$ cat config.mk
export PLATFORM = sky130hd
export DESIGN_NAME = prgen_fifo_ext
export DESIGN_NICKNAME = d
export VERILOG_FILES = /design/src/rtl/prgen_fifo_pkg.sv /design/src/rtl/prgen_fifo_ptr.sv /design/src/rtl/prgen_fifo_ext.sv
export SDC_FILE = /design/constraint.sdc
export NUM_CORES = 1
export LEC_CHECK = 0
export CAP_MARGIN = 20
export CORE_ASPECT_RATIO = 0.8
export CORE_UTILIZATION = 40
export DETAILED_ROUTE_END_ITERATION = 8
export HOLD_SLACK_MARGIN = 0.05
export SLEW_MARGIN = 40
export SYNTH_ARGS = -nofsm -noshare
export SYNTH_HDL_FRONTEND = slang
export SYNTH_SLANG_ARGS = --single-unit
$ cat constraint.sdc
create_clock -name clk -period 3.5 [get_ports clk]
set_clock_uncertainty 0.15 [all_clocks]
set_input_delay 0.7 -clock clk [delete_from_list [all_inputs] [get_ports clk]]
set_output_delay 0.7 -clock clk [all_outputs]
set_load 0.05 [all_outputs]
$ cat src/rtl/prgen_fifo_pkg.sv
// Shared sizing helpers for the prgen FIFO: clog2 plus pointer and level width derivation.
package prgen_fifo_pkg;

    function automatic int clog2(input int value);
        int r;
        r = 0;
        while ((1 << r) < value) begin
            r++;
        end
        return r;
    endfunction

    // Storage behind the output register; DEPTH=1 keeps a dummy single entry.
    function automatic int mem_depth(input int depth);
        return (depth > 1) ? depth - 1 : 1;
    endfunction

    function automatic int ptr_width(input int entries);
        return (entries > 1) ? clog2(entries) : 1;
    endfunction

    function automatic int level_width(input int depth);
        return clog2(depth + 1);
    endfunction

endpackage

$ cat src/rtl/prgen_fifo_ptr.sv
// Wrapping pointer counter: counts 0..LAST and then returns to 0.
module prgen_fifo_ptr
    import prgen_fifo_pkg::*;
#(
    parameter int LAST = 6,
    localparam int PTR_W = ptr_width(LAST + 1)
) (
    input  logic             clk,
    input  logic             rst,
    input  logic             clr,
    input  logic             inc,
    output logic [PTR_W-1:0] ptr
);

    // NOTE: sequential state is updated with non-blocking assignments only.
    always_ff @(posedge clk) begin
        if (rst || clr) begin
            ptr <= '0;
        end else if (inc) begin
            ptr <= (ptr == PTR_W'(LAST)) ? '0 : ptr + 1'b1;
        end
    end

endmodule

$ cat src/rtl/prgen_fifo_ext.sv
// Synchronous FIFO with registered first-word-fall-through output, flush and threshold flags.
// Define PRGEN_FIFO_ERR_EN to enable sticky overflow/underflow flags.
module prgen_fifo_ext
    import prgen_fifo_pkg::*;
#(
    parameter int WIDTH    = 8,
    parameter int DEPTH    = 8,
    parameter int AF_LEVEL = DEPTH - 1,
    parameter int AE_LEVEL = 1,
    localparam int LEVEL_W = level_width(DEPTH)
) (
    input  logic               clk,
    input  logic               rst,
    input  logic               flush,
    input  logic               push,
    input  logic [WIDTH-1:0]   din,
    input  logic               pop,
    input  logic               err_clr,
    output logic [WIDTH-1:0]   dout,
    output logic               empty,
    output logic               full,
    output logic [LEVEL_W-1:0] level,
    output logic               almost_full,
    output logic               almost_empty,
    output logic               overflow,
    output logic               underflow
);

    localparam int MEM_D = mem_depth(DEPTH);
    localparam int PTR_W = ptr_width(MEM_D);

    logic [WIDTH-1:0]   mem [MEM_D];
    logic [WIDTH-1:0]   dout_q;
    logic               out_valid;
    logic [LEVEL_W-1:0] level_q;
    logic [PTR_W-1:0]   rd_ptr;
    logic [PTR_W-1:0]   wr_ptr;
    logic               mem_empty;
    logic               push_ok;
    logic               pop_ok;
    logic               mem_wr;
    logic               mem_rd;

    assign empty        = !out_valid;
    assign full         = (level_q == LEVEL_W'(DEPTH));
    assign almost_full  = (int'(level_q) >= AF_LEVEL);
    assign almost_empty = (int'(level_q) <= AE_LEVEL);
    assign level        = level_q;
    assign dout         = dout_q;

    // Words held in the array = level minus the one sitting in the output register.
    assign mem_empty = ((level_q - LEVEL_W'(out_valid)) == '0);

    assign push_ok = push && (!full || pop) && !flush;
    assign pop_ok  = pop && out_valid && !flush;

    // A push bypasses the array when the output register is free or is being emptied.
    assign mem_wr = push_ok && out_valid && !(pop_ok && mem_empty);
    assign mem_rd = pop_ok && !mem_empty;

    // NOTE: the storage array is not reset; pointers and level alone define validity.
    always_ff @(posedge clk) begin
        if (mem_wr) begin
            mem[wr_ptr] <= din;
        end
    end

    always_ff @(posedge clk) begin
        if (rst || flush) begin
            dout_q    <= '0;
            out_valid <= 1'b0;
        end else if (pop_ok) begin
            if (!mem_empty) begin
                dout_q <= mem[rd_ptr];
            end else if (push_ok) begin
                dout_q <= din;
            end else begin
                dout_q    <= '0;
                out_valid <= 1'b0;
            end
        end else if (push_ok && !out_valid) begin
            dout_q    <= din;
            out_valid <= 1'b1;
        end
    end

    always_ff @(posedge clk) begin
        if (rst || flush) begin
            level_q <= '0;
        end else begin
            case ({push_ok, pop_ok})
                2'b10:   level_q <= level_q + 1'b1;
                2'b01:   level_q <= level_q - 1'b1;
                default: level_q <= level_q;
            endcase
        end
    end

    prgen_fifo_ptr #(.LAST(MEM_D - 1)) u_wr_ptr (
        .clk (clk),
        .rst (rst),
        .clr (flush),
        .inc (mem_wr),
        .ptr (wr_ptr)
    );

    prgen_fifo_ptr #(.LAST(MEM_D - 1)) u_rd_ptr (
        .clk (clk),
        .rst (rst),
        .clr (flush),
        .inc (mem_rd),
        .ptr (rd_ptr)
    );

`ifdef PRGEN_FIFO_ERR_EN
    logic ovf_set;
    logic unf_set;

    assign ovf_set = push && full && !pop && !flush;
    assign unf_set = pop && !out_valid && !flush;

    // Setting takes precedence over a simultaneous clear.
    always_ff @(posedge clk) begin
        if (rst) begin
            overflow  <= 1'b0;
            underflow <= 1'b0;
        end else begin
            if (ovf_set) begin
                overflow <= 1'b1;
            end else if (err_clr) begin
                overflow <= 1'b0;
            end
            if (unf_set) begin
                underflow <= 1'b1;
            end else if (err_clr) begin
                underflow <= 1'b0;
            end
        end
    end
`else
    logic unused_err_clr;

    assign unused_err_clr = err_clr;
    assign overflow       = 1'b0;
    assign underflow      = 1'b0;
`endif

endmodule

==> results.cfg <==
[status]
status = completed

[worst_hold_path]
hold_path.class = flip-flop to flip-flop

[critical_path]
rrSetupSlack_ps = 830
critical-path-slowest-cell = clkdlybuf4s50_1
cp_cell_sequence = inv_1, ha_1, nor2_1, nor3_1, clkdlybuf4s50_1
cp.required_ps = 2650
startpoint = level[0]
r2r_end = mem[6][7]
crit_fanout = 7
reg2reg_from = level[0]
start_kind = flip-flop
arrival_ps = 2070
endpoint = almost_empty
crit_path_max_incr_delay_ps = 840
r2r_cells = 7
endpoint_kind = output port
crit_type = flip-flop to output port

[global_route]
grt_max_degree = 33
antenna_found_initial = 0
grt_overflow = 0
grt_pass1_wl_um = 10900
grt_pass1_vias = 2008
grt.total_usage_pct = 17.0

[routing]
ant_nets = 0
dr.pass1.iters = 4
drt_iter0_markers = 98
drc = 0
via_per_inst = 5.25
vias = 2049
routedWlPerCell_um = 17.3
wl_um = 6740

[power]
irDropWorstVdd_mv = 0.261
p_leak_uw = 0.00131
power_density_nw_per_um2 = 444

[synth]
ys.flop_type = edfxtp_1
syn-cell-area_um2 = 3350
synth_edf_count = 56
synth_seq_cells = 78
syn_avg_cell_area_um2 = 14.0
yosys_warnings = 0
ys_async_sr_fraction_pct = 0
synthCells = 239
synth_seq_area_share_pct = 63.3
synth.distinct_cells = 44

[floorplan]
die_y_um = 83.9
num_rows = 29
die_w_um = 104
start_util_pct = 41.8
die_area_um2 = 8760
core_area_um2 = 8020
ios = 32

[clock_network]
root_buffer = clkbuf_8
postCtsHoldBufs = 0
clkSinkCount = 78
cts_buffers = 9
clk_latency_ps = 340
htreeDepth = 3
cts_setup_buffers = 0
max-clock-path-buffers = 2
clk_pin_slew_ps = 80
cts_resized = 0
cts_tree = built

[sta]
fmax_mhz = 343
rsz0062_at_grt = false
final-max-slew-violation-count = 0
holdWs_ps = 379
finalCritPeriodShare_pct = 83.4
hold_viol = 0
worst_pin_slew_ps = 667
fin_setup_tns_ps = 0
slew_headroom_pct = 55.4
finalSetupViolCount = 0
finalCriticalPeriod_ps = 2920

[finish]
nets = 298
mostFrequentLayoutCells = edfxtp_1 (56), clkdlybuf4s50_1 (28), mux2i_1 (26), dfxtp_1 (22), nor2_1 (12)
fin_util_pct = 50.0
postLayoutCellArea_um2 = 4010
mostFrequentLayoutCell = edfxtp_1
syn_to_final_growth_pct = 19.6
diodes = 0
fillers = 710
drive_above_1_share_pct = 16.0

[placement]
place_hpwl_um = 4410
routabilityCongestion = 0.748
placed_area_um2 = 3800
portBuffers = 28

[job]
drv_cap = 0
synthesized netlist by cell type (3+ instances only):
library cell  instances  area, um^2
edfxtp_1             56        1680
mux2i_1              26         260
dfxtp_1              22         440
nor2_1               12        45.0
nand2b_1             10        62.6
mux2_2                9         101
o211ai_1              8        60.1
o221ai_1              8        70.1
o2bb2ai_1             8        70.1
a21oi_1               7        35.0
ha_1                  7        87.6
inv_1                 7        26.3
buf_1                 5        18.8
nand2_1               5        18.8
nor3_1                5        25.0
clkbuf_1              4        15.0
o21ai_0               4        20.0
nand3_1               3        15.0
xnor2_1               3        26.3
layer usage:
layer / GRT usage (%) / up-vias / wire length, um
li1: - / 988 / -
met1: 22.3 / 1015 / 3200
met2: 27.2 / 39 / 3220
met3: 4.68 / 7 / 253
met4: 5.32 / 0 / 59
met5: 0 / - / 0
worst max-delay path: cells and delay by family (launching register included):
family / cells / cell delay [ps]
adders and majority gates: 1 / 180
DFF: 1 / 390
and+or+nand+nor: 2 / 180
buffers and inverters: 2 / 990
registers in the layout, summed over array words and instances, names as in the netlist, named ones only:
signal and flops:
mem 56, dout 8, level 4, u_rd_ptr.ptr 3, u_wr_ptr.ptr 3, out_valid 1
logic make-up (layout without fill, tap and decap cells):
logic type / after synthesis / after routing / share of synthesized area, %
flip-flops: 78 / 78 / 63.3
XOR/XNOR: 5 / 5 / 1.31
AND/OR/NAND/NOR: 48 / 48 / 8.54
adder cells (fa/ha/maj): 7 / 7 / 2.61
other: 1 / 2 / 0.112
AO/OA/AOI/OAI: 44 / 44 / 10.5
multiplexers: 35 / 35 / 10.8
buffers and inverters: 21 / 63 / 2.87
how the worst min path moves through the flow:
stage	end	startpoint	depth (start not counted)	slack, ps
after global routing	dout[2]	dout[2]	2	420
after global placement	dout[4]	dout[4]	2	370
after detailed placement	dout[7]	dout[7]	2	370
after CTS	dout[7]	dout[7]	2	390
after floorplan	u_wr_ptr.ptr[1]	u_wr_ptr.ptr[1]	2	340
final	dout[7]	dout[7]	2	380
layout make-up:
class,count,area [um^2],share of cell area (%)
well taps,108,135,3.37
clock buffers,11,153,3.81
multi-input cells,141,1140,28.5
clock inverters,5,55.1,1.37
repair buffers,40,374,9.33
inverters,7,26.3,0.655
flip-flops and latches,78,2120,52.9
through the flow:
step,std cells,setup WS (ps),total power (uW)
floorplan,240,335,1070
global placement,373,470,1110
detailed placement,374,412,1120
CTS,390,558,1800
global route,390,482,1850
finish,390,582,1780
power by group:
| group | switching [uW] | leakage, uW | total [uW] | internal [uW] |
|---|---|---|---|---|
| registers | 4.29 | 0.000681 | 995 | 991 |
| clock network | 315 | 0.000109 | 687 | 372 |
| logic | 59.8 | 0.000519 | 99.2 | 39.4 |
Power figures use the tool's default switching activity.
